==> config.mk <==
export PLATFORM = sky130hd
export DESIGN_NAME = hilo_unit_flat
export DESIGN_NICKNAME = d
export VERILOG_FILES = /design/src/rtl/hilo_pkg.sv /design/src/rtl/hilo_if.sv /design/src/rtl/hilo_regs.sv /design/src/rtl/hilo_unit.sv /design/src/flat_wrapper.sv
export SDC_FILE = /design/constraint.sdc
export NUM_CORES = 1
export LEC_CHECK = 0
export BUFFER_PORTS_ARGS = -buffer_cell sky130_fd_sc_hd__buf_2
export CAP_MARGIN = 0
export CELL_PAD_IN_SITES_DETAIL_PLACEMENT = 1
export CELL_PAD_IN_SITES_GLOBAL_PLACEMENT = 2
export CORE_ASPECT_RATIO = 1.4
export CORE_UTILIZATION = 29
export CTS_CLUSTER_DIAMETER = 100
export DETAILED_ROUTE_END_ITERATION = 16
export PLACE_DENSITY = 0.85
export SYNTH_ARGS = -nofsm -noshare
export SYNTH_HDL_FRONTEND = slang
export SYNTH_SLANG_ARGS = --single-unit
==> constraint.sdc <==
create_clock -name clock -period 4 [get_ports clock]
set_input_delay 0.4 -clock clock [delete_from_list [all_inputs] [get_ports clock]]
set_output_delay 0.4 -clock clock [all_outputs]
set_load 0.05 [all_outputs]
==> src/rtl/hilo_pkg.sv <==
// Shared types and constants for the HI/LO divide sequencer.
package hilo_pkg;
  localparam int WORD_W      = 32;
  localparam int TIMEOUT_DEF = 64;
  localparam int CNT_W_DEF   = 7;

  typedef enum logic [1:0] {IDLE, START, WAIT, COMMIT} state_t;
endpackage

==> src/rtl/hilo_if.sv <==
// Decode-side and divider-side signals of hilo_unit, bundled as one interface.
interface hilo_if;
  import hilo_pkg::*;

  // Handshakes: div_req is a one-cycle request accepted only while the unit is idle;
  // stall rises one cycle after acceptance, so decode must never issue back-to-back requests.
  // div_start is a one-cycle pulse; the divider result is taken on the first WAIT cycle with div_busy low.
  logic              div_req;
  logic [WORD_W-1:0] div_a;
  logic [WORD_W-1:0] div_b;
  logic              wr_hi;
  logic              wr_lo;
  logic [WORD_W-1:0] wr_data;
  logic              div_start;
  logic [WORD_W-1:0] div_dividend;
  logic [WORD_W-1:0] div_divisor;
  logic              div_busy;
  logic [WORD_W-1:0] div_q;
  logic [WORD_W-1:0] div_r;
  logic [WORD_W-1:0] hi;
  logic [WORD_W-1:0] lo;
  logic              stall;
  logic              dz;
  logic              tmo;

  modport slave (
    input  div_req, div_a, div_b, wr_hi, wr_lo, wr_data, div_busy, div_q, div_r,
    output div_start, div_dividend, div_divisor, hi, lo, stall, dz, tmo
  );

  modport master (
    output div_req, div_a, div_b, wr_hi, wr_lo, wr_data, div_busy, div_q, div_r,
    input  div_start, div_dividend, div_divisor, hi, lo, stall, dz, tmo
  );
endinterface

==> src/rtl/hilo_regs.sv <==
// HI/LO register pair with write mux. Define HILO_FWD_EN to bypass the next value
// combinationally onto hi/lo; otherwise hi/lo are the raw registers.
module hilo_regs
  import hilo_pkg::*;
(
  input  logic              clock,
  input  logic              reset_n,
  input  logic              wr_hi,
  input  logic              wr_lo,
  input  logic              commit,
  input  logic [WORD_W-1:0] wr_data,
  input  logic [WORD_W-1:0] div_q,
  input  logic [WORD_W-1:0] div_r,
  output logic [WORD_W-1:0] hi,
  output logic [WORD_W-1:0] lo
);
  logic [WORD_W-1:0] hi_q, lo_q, hi_d, lo_d;

  // Commit and writes are mutually exclusive by state; commit wins if both were ever asserted.
  always_comb begin
    hi_d = hi_q;
    lo_d = lo_q;
    if (commit) begin
      hi_d = div_r;
      lo_d = div_q;
    end else begin
      if (wr_hi) hi_d = wr_data;
      if (wr_lo) lo_d = wr_data;
    end
  end

  always_ff @(posedge clock or negedge reset_n) begin
    if (!reset_n) begin
      hi_q <= '0;
      lo_q <= '0;
    end else begin
      hi_q <= hi_d;
      lo_q <= lo_d;
    end
  end

`ifdef HILO_FWD_EN
  assign hi = hi_d;
  assign lo = lo_d;
`else
  assign hi = hi_q;
  assign lo = lo_q;
`endif
endmodule

==> src/rtl/hilo_unit.sv <==
// Divide sequencer: launches the divider, waits on busy with a timeout, commits q/r to LO/HI.
// Optional HILO_FWD_EN (see hilo_regs) forwards HI/LO writes combinationally.
module hilo_unit
  import hilo_pkg::*;
#(
  parameter int TIMEOUT = TIMEOUT_DEF,
  parameter int CNT_W   = CNT_W_DEF
) (
  input  logic   clock,
  input  logic   reset_n,
  hilo_if.slave  bus,
  output state_t dbg_state
);
  state_t            state, state_nx;
  logic [CNT_W-1:0]  cnt;
  logic              in_idle, accept, reject, timed_out;
  logic              div_start_q, stall_q, dz_q, tmo_q;
  logic [WORD_W-1:0] dividend_q, divisor_q;

  assign in_idle   = (state == IDLE);
  assign accept    = in_idle && bus.div_req && (bus.div_b != '0);
  assign reject    = in_idle && bus.div_req && (bus.div_b == '0);
  assign timed_out = (state == WAIT) && bus.div_busy && (cnt == CNT_W'(TIMEOUT - 1));

  always_comb begin
    state_nx = state;
    case (state)
      IDLE:    if (accept) state_nx = START;
      START:   state_nx = WAIT;
      WAIT:    if (!bus.div_busy) state_nx = COMMIT;
               else if (timed_out) state_nx = IDLE;
      COMMIT:  state_nx = IDLE;
      default: state_nx = IDLE;
    endcase
  end

  always_ff @(posedge clock or negedge reset_n) begin
    if (!reset_n) state <= IDLE;
    else          state <= state_nx;
  end

  always_ff @(posedge clock or negedge reset_n) begin
    if (!reset_n)                       cnt <= '0;
    else if (state == START)            cnt <= '0;
    else if (state == WAIT && bus.div_busy) cnt <= cnt + 1'b1;
  end

  // stall is registered and excludes the START cycle, so it covers N+1 up to the commit edge.
  always_ff @(posedge clock or negedge reset_n) begin
    if (!reset_n) begin
      div_start_q <= 1'b0;
      stall_q     <= 1'b0;
      dz_q        <= 1'b0;
      tmo_q       <= 1'b0;
      dividend_q  <= '0;
      divisor_q   <= '0;
    end else begin
      div_start_q <= (state_nx == START);
      stall_q     <= (state != IDLE) && (state_nx != IDLE);
      if (accept) begin
        dividend_q <= bus.div_a;
        divisor_q  <= bus.div_b;
      end
      if (accept)      dz_q <= 1'b0;
      else if (reject) dz_q <= 1'b1;
      if (accept || reject) tmo_q <= 1'b0;
      else if (timed_out)   tmo_q <= 1'b1;
    end
  end

  hilo_regs u_regs (
    .clock   (clock),
    .reset_n (reset_n),
    .wr_hi   (in_idle && bus.wr_hi),
    .wr_lo   (in_idle && bus.wr_lo),
    .commit  (state == COMMIT),
    .wr_data (bus.wr_data),
    .div_q   (bus.div_q),
    .div_r   (bus.div_r),
    .hi      (bus.hi),
    .lo      (bus.lo)
  );

  assign bus.div_start    = div_start_q;
  assign bus.div_dividend = dividend_q;
  assign bus.div_divisor  = divisor_q;
  assign bus.stall        = stall_q;
  assign bus.dz           = dz_q;
  assign bus.tmo          = tmo_q;
  assign dbg_state        = state;
endmodule

==> src/flat_wrapper.sv <==
// flat-port wrapper written by rule: the top's interface ports become plain ports
module hilo_unit_flat import hilo_pkg::*;
#(
  parameter int TIMEOUT = TIMEOUT_DEF,
  parameter int CNT_W   = CNT_W_DEF
)
  (clock, reset_n, dbg_state, bus_div_req, bus_div_a, bus_div_b, bus_wr_hi, bus_wr_lo, bus_wr_data, bus_div_busy, bus_div_q, bus_div_r, bus_div_start, bus_div_dividend, bus_div_divisor, bus_hi, bus_lo, bus_stall, bus_dz, bus_tmo);
  hilo_if bus_i ();
  input  logic clock;
  input  logic reset_n;
  output state_t dbg_state;
  input wire logic [$bits(bus_i.div_req)-1:0] bus_div_req;
  input wire logic [$bits(bus_i.div_a)-1:0] bus_div_a;
  input wire logic [$bits(bus_i.div_b)-1:0] bus_div_b;
  input wire logic [$bits(bus_i.wr_hi)-1:0] bus_wr_hi;
  input wire logic [$bits(bus_i.wr_lo)-1:0] bus_wr_lo;
  input wire logic [$bits(bus_i.wr_data)-1:0] bus_wr_data;
  input wire logic [$bits(bus_i.div_busy)-1:0] bus_div_busy;
  input wire logic [$bits(bus_i.div_q)-1:0] bus_div_q;
  input wire logic [$bits(bus_i.div_r)-1:0] bus_div_r;
  output wire logic [$bits(bus_i.div_start)-1:0] bus_div_start;
  output wire logic [$bits(bus_i.div_dividend)-1:0] bus_div_dividend;
  output wire logic [$bits(bus_i.div_divisor)-1:0] bus_div_divisor;
  output wire logic [$bits(bus_i.hi)-1:0] bus_hi;
  output wire logic [$bits(bus_i.lo)-1:0] bus_lo;
  output wire logic [$bits(bus_i.stall)-1:0] bus_stall;
  output wire logic [$bits(bus_i.dz)-1:0] bus_dz;
  output wire logic [$bits(bus_i.tmo)-1:0] bus_tmo;
  assign bus_i.div_req = bus_div_req;
  assign bus_i.div_a = bus_div_a;
  assign bus_i.div_b = bus_div_b;
  assign bus_i.wr_hi = bus_wr_hi;
  assign bus_i.wr_lo = bus_wr_lo;
  assign bus_i.wr_data = bus_wr_data;
  assign bus_i.div_busy = bus_div_busy;
  assign bus_i.div_q = bus_div_q;
  assign bus_i.div_r = bus_div_r;
  assign bus_div_start = bus_i.div_start;
  assign bus_div_dividend = bus_i.div_dividend;
  assign bus_div_divisor = bus_i.div_divisor;
  assign bus_hi = bus_i.hi;
  assign bus_lo = bus_i.lo;
  assign bus_stall = bus_i.stall;
  assign bus_dz = bus_i.dz;
  assign bus_tmo = bus_i.tmo;
  hilo_unit #(.TIMEOUT(TIMEOUT), .CNT_W(CNT_W)) u_core (.clock(clock), .reset_n(reset_n), .bus(bus_i), .dbg_state(dbg_state));
endmodule
==> results.ini, run 1 <==
[floorplanning]
ios = 300
core_area_mm2 = 0.02056
dieArea_mm2 = 0.02162
die_h_um = 173.6
rows = 62
start_util_pct = 29.67
die_w_um = 124.6

[critical_path]
worstPathMaxFanout = 86
path_buf_inv = 1
crit_path_end_kind = flip-flop
cp.required_ns = 4.27
worstPathArrival_ns = 2.61
cp_slowest_stage_delay_ns = 0.82
startpoint_type = flip-flop
critPathKind = reg2reg
worstPathCellList = and2_4, buf_4, nor2b_1, a21oi_1, o21ai_0
crit_family = simple AND/OR/NAND/NOR gates
critPathSlowestCell = and2_4

[detailed_routing]
wl_um = 18100
avgRoutedWirePerCell_um = 16.65
viasPerCell = 4.593
vias = 4993
drc = 0
postRouteAntennaNets = 0
dr.pass1.iters = 4
drt-initial-drc-count = 128

[layout]
drive_above_1_share_pct = 49.03
syn_to_final_growth_pct = 37.79
final_nets = 982

[clocking]
ctsHoldBuffers = 0
htreeDepth = 4
post_cts_buffers = 0
cts_tree = done
cts_buffers = 17
cts.sinks = 141
ctsLongestPathBuffers = 2
root_buffer = clkbuf_16
path_clk_slew_ns = 0.06
postCtsResizedCells = 0
insertion_delay_ns = 0.42

[synthesis]
syn-num-nets = 690
synth_top_area_share_pct = 57.86
syn_area_mm2 = 0.006098
ys_types = 32
synth_seq_cells = 141
synthCells = 523
synthTopCellsByArea = dfrtp_1 58%, mux2_4 9.4%, o21ai_0 5.4%
avgSynthCellArea_um2 = 11.66
yosysWarnings = 0
synth-seq-area-share_pct = 57.86
yosysTopAreaCell = dfrtp_1

[place]
dp_hpwl_um = 13510
port_buffers = 299
gp_congestion = 0.7940
place_ws_ns = 1.319

[global_routing]
grt_overflow = 0
antenna_found_initial = 3
grt_max_degree = 99
grt_pass1_wl_um = 28940
grt_usage_pct = 17.18
grt_pass1_vias = 5369

[worst_hold_path]
min_path_type = in2async

[sta]
timing.final.ws_setup_ns = 1.665
whs_ns = 0.1029
period_minus_slack_ns = 2.335
clock-skew-final_ns = 0.009502
setup_viol = 0
relSlewSlack_pct = 37.74
rsz0062_at_grt = false
worst_pin_slew_ns = 0.9340
slew_viol_final = 0
finalCritPeriodShare_pct = 58.38
setup_tns_ns = 0
hold_violations = 0
fmax_mhz = 428.2

[power_and_ir_drop]
peakVddDrop_uv = 672.5
p_per_area_mw_per_mm2 = 1077
leakagePower_uw = 0.004251

[run_status]
status = completed

[job]
drv_cap = 0

## power breakdown
part,internal (uW),switching (uW),leakage [uW]
registers,2110,359,0.00172
logic,1310,3610,0.00225
clock network,1020,639,0.000282
## Yosys cell counts
cell and number:
dfrtp_1 141, nand2_1 72, o21ai_0 66, a21oi_1 65
mux2_4 38, nor2b_1 33, mux2_2 26, clkbuf_1 16
buf_2 9, nor4_1 8, o21ai_1 7, mux2i_1 6
buf_12 4, nand4_1 4, nor2_1 3, o211ai_1 3
a21oi_2 2, a31oi_1 2, buf_4 2, inv_1 2
nor3_1 2, o311ai_0 2, a21boi_0 1, a22o_1 1
and2_1 1, buf_6 1, buf_8 1, ha_1 1
nand2b_1 1, nor2_4 1, o21bai_4 1, o31ai_1 1
## cell families (layout without fill, tap and decap cells)
logic type	after synthesis	after routing	synth area share, %
adders and majority gates	1	1	0.2051
and+or+nand+nor	125	125	9.787
muxes	70	70	15.14
other	0	3	0
buffers and inverters	35	340	3.837
AOI/OAI and AO/OA	151	151	13.17
DFF	141	141	57.86
## sequential cells by signal, indices dropped and copies added (netlist names)
register,count
u_core.bus.div_dividend,32
u_core.bus.div_divisor,32
u_core.u_regs.hi,32
u_core.u_regs.lo,32
u_core.cnt,7
u_core.dbg_state,2
u_core.bus.div_start,1
u_core.bus.dz,1
u_core.bus.stall,1
u_core.bus.tmo,1
## stage by stage
stage          total power, uW  cell area, um2  utilization, %  std cells
4_1_cts                   9190            8396           40.84       1084
3_3_place_gp              7374            7777           37.83       1052
6_report                  9052            8403           40.88       1087
3_5_place_dp              7482            7777           37.83       1052
5_1_grt                   9552            8401           40.86       1086
2_1_floorplan             6292            6098               -        523
## routing by layer
layer | global-route usage [%] | routed length, um
met3 | 5.679 | 1195
met4 | 6.074 | 415
met5 | 0 | 0
met1 | 18.88 | 7046
met2 | 30.64 | 9437
## layout make-up
type | instances | area, um2
fill | 2376 | 12150
sequential | 141 | 3528
multi-input combinational | 347 | 2354
timing repair buffer | 306 | 1568
clock buffer | 20 | 456.7
tap | 256 | 320.3
clock inverter | 12 | 161.4
inverter | 2 | 7.507
antenna | 3 | 7.507
## final timing paths
| path | start | to | cells after the start | slack [ns] |
|---|---|---|---|---|
| max | u_core.dbg_state[0] | u_core.u_regs.hi[1] | 5 | 1.66 |
| min | reset_n | u_core.bus.div_dividend[9] | 1 | 0.10 |
| max reg2reg | u_core.dbg_state[0] | u_core.u_regs.hi[1] | 5 | 1.66 |
| min reg2reg | u_core.u_regs.hi[6] | u_core.u_regs.hi[6] | 2 | 0.47 |
| max in group asynchronous | reset_n | u_core.bus.div_divisor[9] | 2 | 3.01 |
| min in group clock | bus_div_req | u_core.bus.tmo | 2 | 0.19 |
## layout by cell type, fill, tap and decap left out, types with 3 or more instances in the layout
cell	count
diode_2	3
mux2_2	26
o21ai_0	66
o211ai_1	3
clkinvlp_4	6
mux2_4	38
nor2b_1	33
mux2i_1	6
dfrtp_1	141
a21oi_1	65
buf_2	298
nand4_1	4
nor4_1	8
nor2_1	3
clkbuf_16	17
nand2_1	72
o21ai_1	7
buf_4	6
bufinv_16	3
(Power assumes the default switching activity.)
==> run 2: changes to the inputs <==
CORE_UTILIZATION = 25   (was 29)
PLACE_DENSITY = 0.78   (was 0.85)
clock period = 1.95 ns   (was 4 ns; I/O delays follow)
==> run 2 against run 1 <==
Register-to-register slack worse by 1.4 ns; cell area is 10% higher; utilization is 2.2 points lower; worst setup slack worse by 1.4 ns; largest power group unchanged; cell count is 11% higher; critical endpoint is now u_core.bus.div_dividend[0]; critical path depth stayed put; first-iteration DRC count is 44% lower.
==> results.ini, run 2 (synthesis gave the netlist of run 1 again) <==
[detailed_routing]
vias = 5303  ; +6.2%
wl_um = 19680  ; +8.7%
postRouteAntennaNets = 0  ; unchanged
drt-initial-drc-count = 72  ; -44%
avgRoutedWirePerCell_um = 16.29  ; -2.2%
dr.pass1.iters = 4  ; unchanged
viasPerCell = 4.390  ; -4.4%
drc = 0  ; unchanged

[power_and_ir_drop]
comb_power_share_pct = 54.1  ; -0.2 points
p_int_uw = 9787  ; +120%
p_sw_share_pct = 49.45  ; -1.5 points
switchingPower_uw = 9573  ; +110%
peakVddDrop_uv = 942.5  ; +40%
p_clk_share_pct = 19.7  ; +1.4 points
p_per_area_mw_per_mm2 = 2089  ; +94%
leakagePower_uw = 0.004628  ; +8.9%
p_seq_share_pct = 26.3  ; -1.0 points

[clocking]
ctsLongestPathBuffers = 2  ; unchanged
path_clk_slew_ns = 0.06  ; about the same
post_cts_buffers = 0  ; unchanged
htreeDepth = 4  ; unchanged
root_buffer = clkbuf_16
cts_buffers = 17  ; unchanged
cts_tree = done
cts.sinks = 141  ; unchanged
postCtsResizedCells = 0  ; unchanged
insertion_delay_ns = 0.42  ; about the same

[floorplanning]
ios = 300  ; unchanged
rows = 67  ; +8.1%
dieArea_mm2 = 0.02503  ; +16%
core_area_mm2 = 0.02398  ; +17%
start_util_pct = 25.44  ; -4.2 points
die_h_um = 186.8  ; +7.6%
die_w_um = 134  ; +7.6%

[critical_path]
crit_path_end = u_core.bus.div_dividend[0]
startpoint_type = flip-flop
cp.required_ns = 2.26  ; -2.01 ns
cp-startpoint = u_core.dbg_state[1]
worstPathCellList = nor2_4, nand2_1, o21bai_4, buf_12, mux2_2
cp_slowest_stage_delay_ns = 0.51  ; -0.31 ns
crit_family = flip-flops
r2r_start = u_core.dbg_state[1]
worstPathMaxFanout = 38  ; -56%
path_buf_inv = 1  ; unchanged
cp.depth = 5  ; unchanged
crit_path_end_kind = flip-flop
r2r_setup_slack_ns = 0.24  ; -1.43 ns
critPathKind = reg2reg
critPathSlowestCell = dfrtp_1
r2r-end = u_core.bus.div_dividend[0]
worstPathArrival_ns = 2.02  ; -0.59 ns
r2r_cells = 5  ; unchanged

[layout]
drive_above_1_share_pct = 46.82  ; -2.2 points
mostFrequentLayoutCell = buf_2
most-common-layout-cells = 298 x buf_2, 141 x dfrtp_1, 72 x nand2_1
final_nets = 1051  ; +7.0%
post-route-util_pct = 38.65  ; -2.2 points
fill_cells = 2770  ; +17%
syn_to_final_growth_pct = 51.95

[sta]
rsz0062_at_grt = false
clock-skew-final_ns = 0.007200  ; -0.002302 ns
slew_viol_final = 0  ; unchanged
hold_violations = 0  ; unchanged
setup_viol = 0  ; unchanged
period_minus_slack_ns = 1.713  ; -0.6225 ns
fmax_mhz = 583.8  ; +36%
timing.final.ws_setup_ns = 0.2372  ; -1.427 ns
worst_pin_slew_ns = 0.5352  ; -0.3988 ns
finalCritPeriodShare_pct = 87.84  ; +29 points
relSlewSlack_pct = 64.32  ; +27 points

[place]
gp_congestion = 0.7623  ; -4.0%
port_buffers = 299  ; unchanged
place_ws_ns = -0.1130  ; -1.432 ns
dp_hpwl_um = 14060  ; +4.1%

[global_routing]
grt_max_degree = 65  ; -34%
grt_pass1_vias = 5911  ; +10%
antenna_found_initial = 1  ; -2
grt_pass1_wl_um = 31330  ; +8.3%
grt_usage_pct = 16.29  ; -0.89 points
grt_overflow = 0  ; unchanged

[job]
drv_cap = 0  ; unchanged

[worst_hold_path]
min_path_type = in2reg

[run_status]
status = completed

[run 2: cell types whose count changed in the layout (fill, tap and decap cells not counted), sizes merged]
cell	change
buf	+14
bufinv	+3
clkinv	+2
clkinvlp	-5
diode	-2
dlygate4sd3	+55
[run 2: worst min-delay path by stage]
stage	depth (start not counted)	to	from
2_1_floorplan	0	u_core.bus.div_dividend[0]	reset_n
3_3_place_gp	1	u_core.u_regs.lo[30]	reset_n
3_5_place_dp	1	u_core.u_regs.lo[23]	reset_n
4_1_cts	2	u_core.bus.div_dividend[19]	bus_div_a[19]
5_1_grt	2	u_core.bus.div_divisor[11]	bus_div_b[11]
6_report	2	u_core.bus.div_divisor[16]	bus_div_b[16]
[run 2: through the flow]
| step | hold WS [ns] | instances | area (um2) | setup TNS, ns | total power [uW] |
|---|---|---|---|---|---|
| 6_report | 0.03181 | 1208 | 9266 | 0 | 19360 |
| 5_1_grt | 0.009608 | 1208 | 9266 | 0 | 20450 |
| 4_1_cts | 0.0003350 | 1205 | 9244 | 0 | 19630 |
| 3_5_place_dp | 0.1980 | 1120 | 8025 | -4.382 | 15630 |
| 3_3_place_gp | 0.1997 | 1120 | 8025 | -0.9331 | 15440 |
| 2_1_floorplan | -0.1006 | 523 | 6098 | 0 | 12910 |
[run 2: power by group through the flow]
stage	Combinational, uW	Sequential (uW)	Clock (uW)
after floorplan	3080	9830	0
after global placement	10400	5070	0
after detailed placement	10500	5110	0
after CTS	10600	5090	3940
after global routing	11100	5280	4040
final	10500	5080	3810
[run 2: per-layer routing]
| metal | part of all wire [%] | wire length, um | GRT usage (%) | vias up |
|---|---|---|---|---|
| met5 | 0 | 0 | 0 | - |
| met4 | 1.6 | 305 | 5.988 | 0 |
| met3 | 6.7 | 1320 | 4.863 | 19 |
| met2 | 53 | 10480 | 29.83 | 192 |
| met1 | 38 | 7571 | 17.32 | 2543 |
| li1 | - | - | - | 2549 |
[run 2: area by class of cell]
| class | instances | area, um2 | share of cell area (%) |
|---|---|---|---|
| clock inverter | 12 | 231.5 | 2.498 |
| timing repair buffer | 375 | 2298 | 24.80 |
| tap | 310 | 387.9 | 4.186 |
| multi-input combinational | 347 | 2354 | 25.40 |
| inverter | 2 | 7.507 | 0.08102 |
| antenna | 1 | 2.502 | 0.02701 |
| clock buffer | 20 | 456.7 | 4.928 |
| sequential | 141 | 3528 | 38.08 |
[run 2: timing repair]
action	CTS	global route
endpoints found under the hold margin	95	2
hold buffers	53	2
setup endpoints to repair	0	0
[run 2: worst reg2reg max path, delay by kind of cell (launching register included)]
family | cells | cell delay [ns]
AO/OA/AOI/OAI | 1 | 0.19
flip-flops | 1 | 0.51
buffers and inverters | 1 | 0.26
multiplexers | 1 | 0.41
AND/OR/NAND/NOR | 2 | 0.23
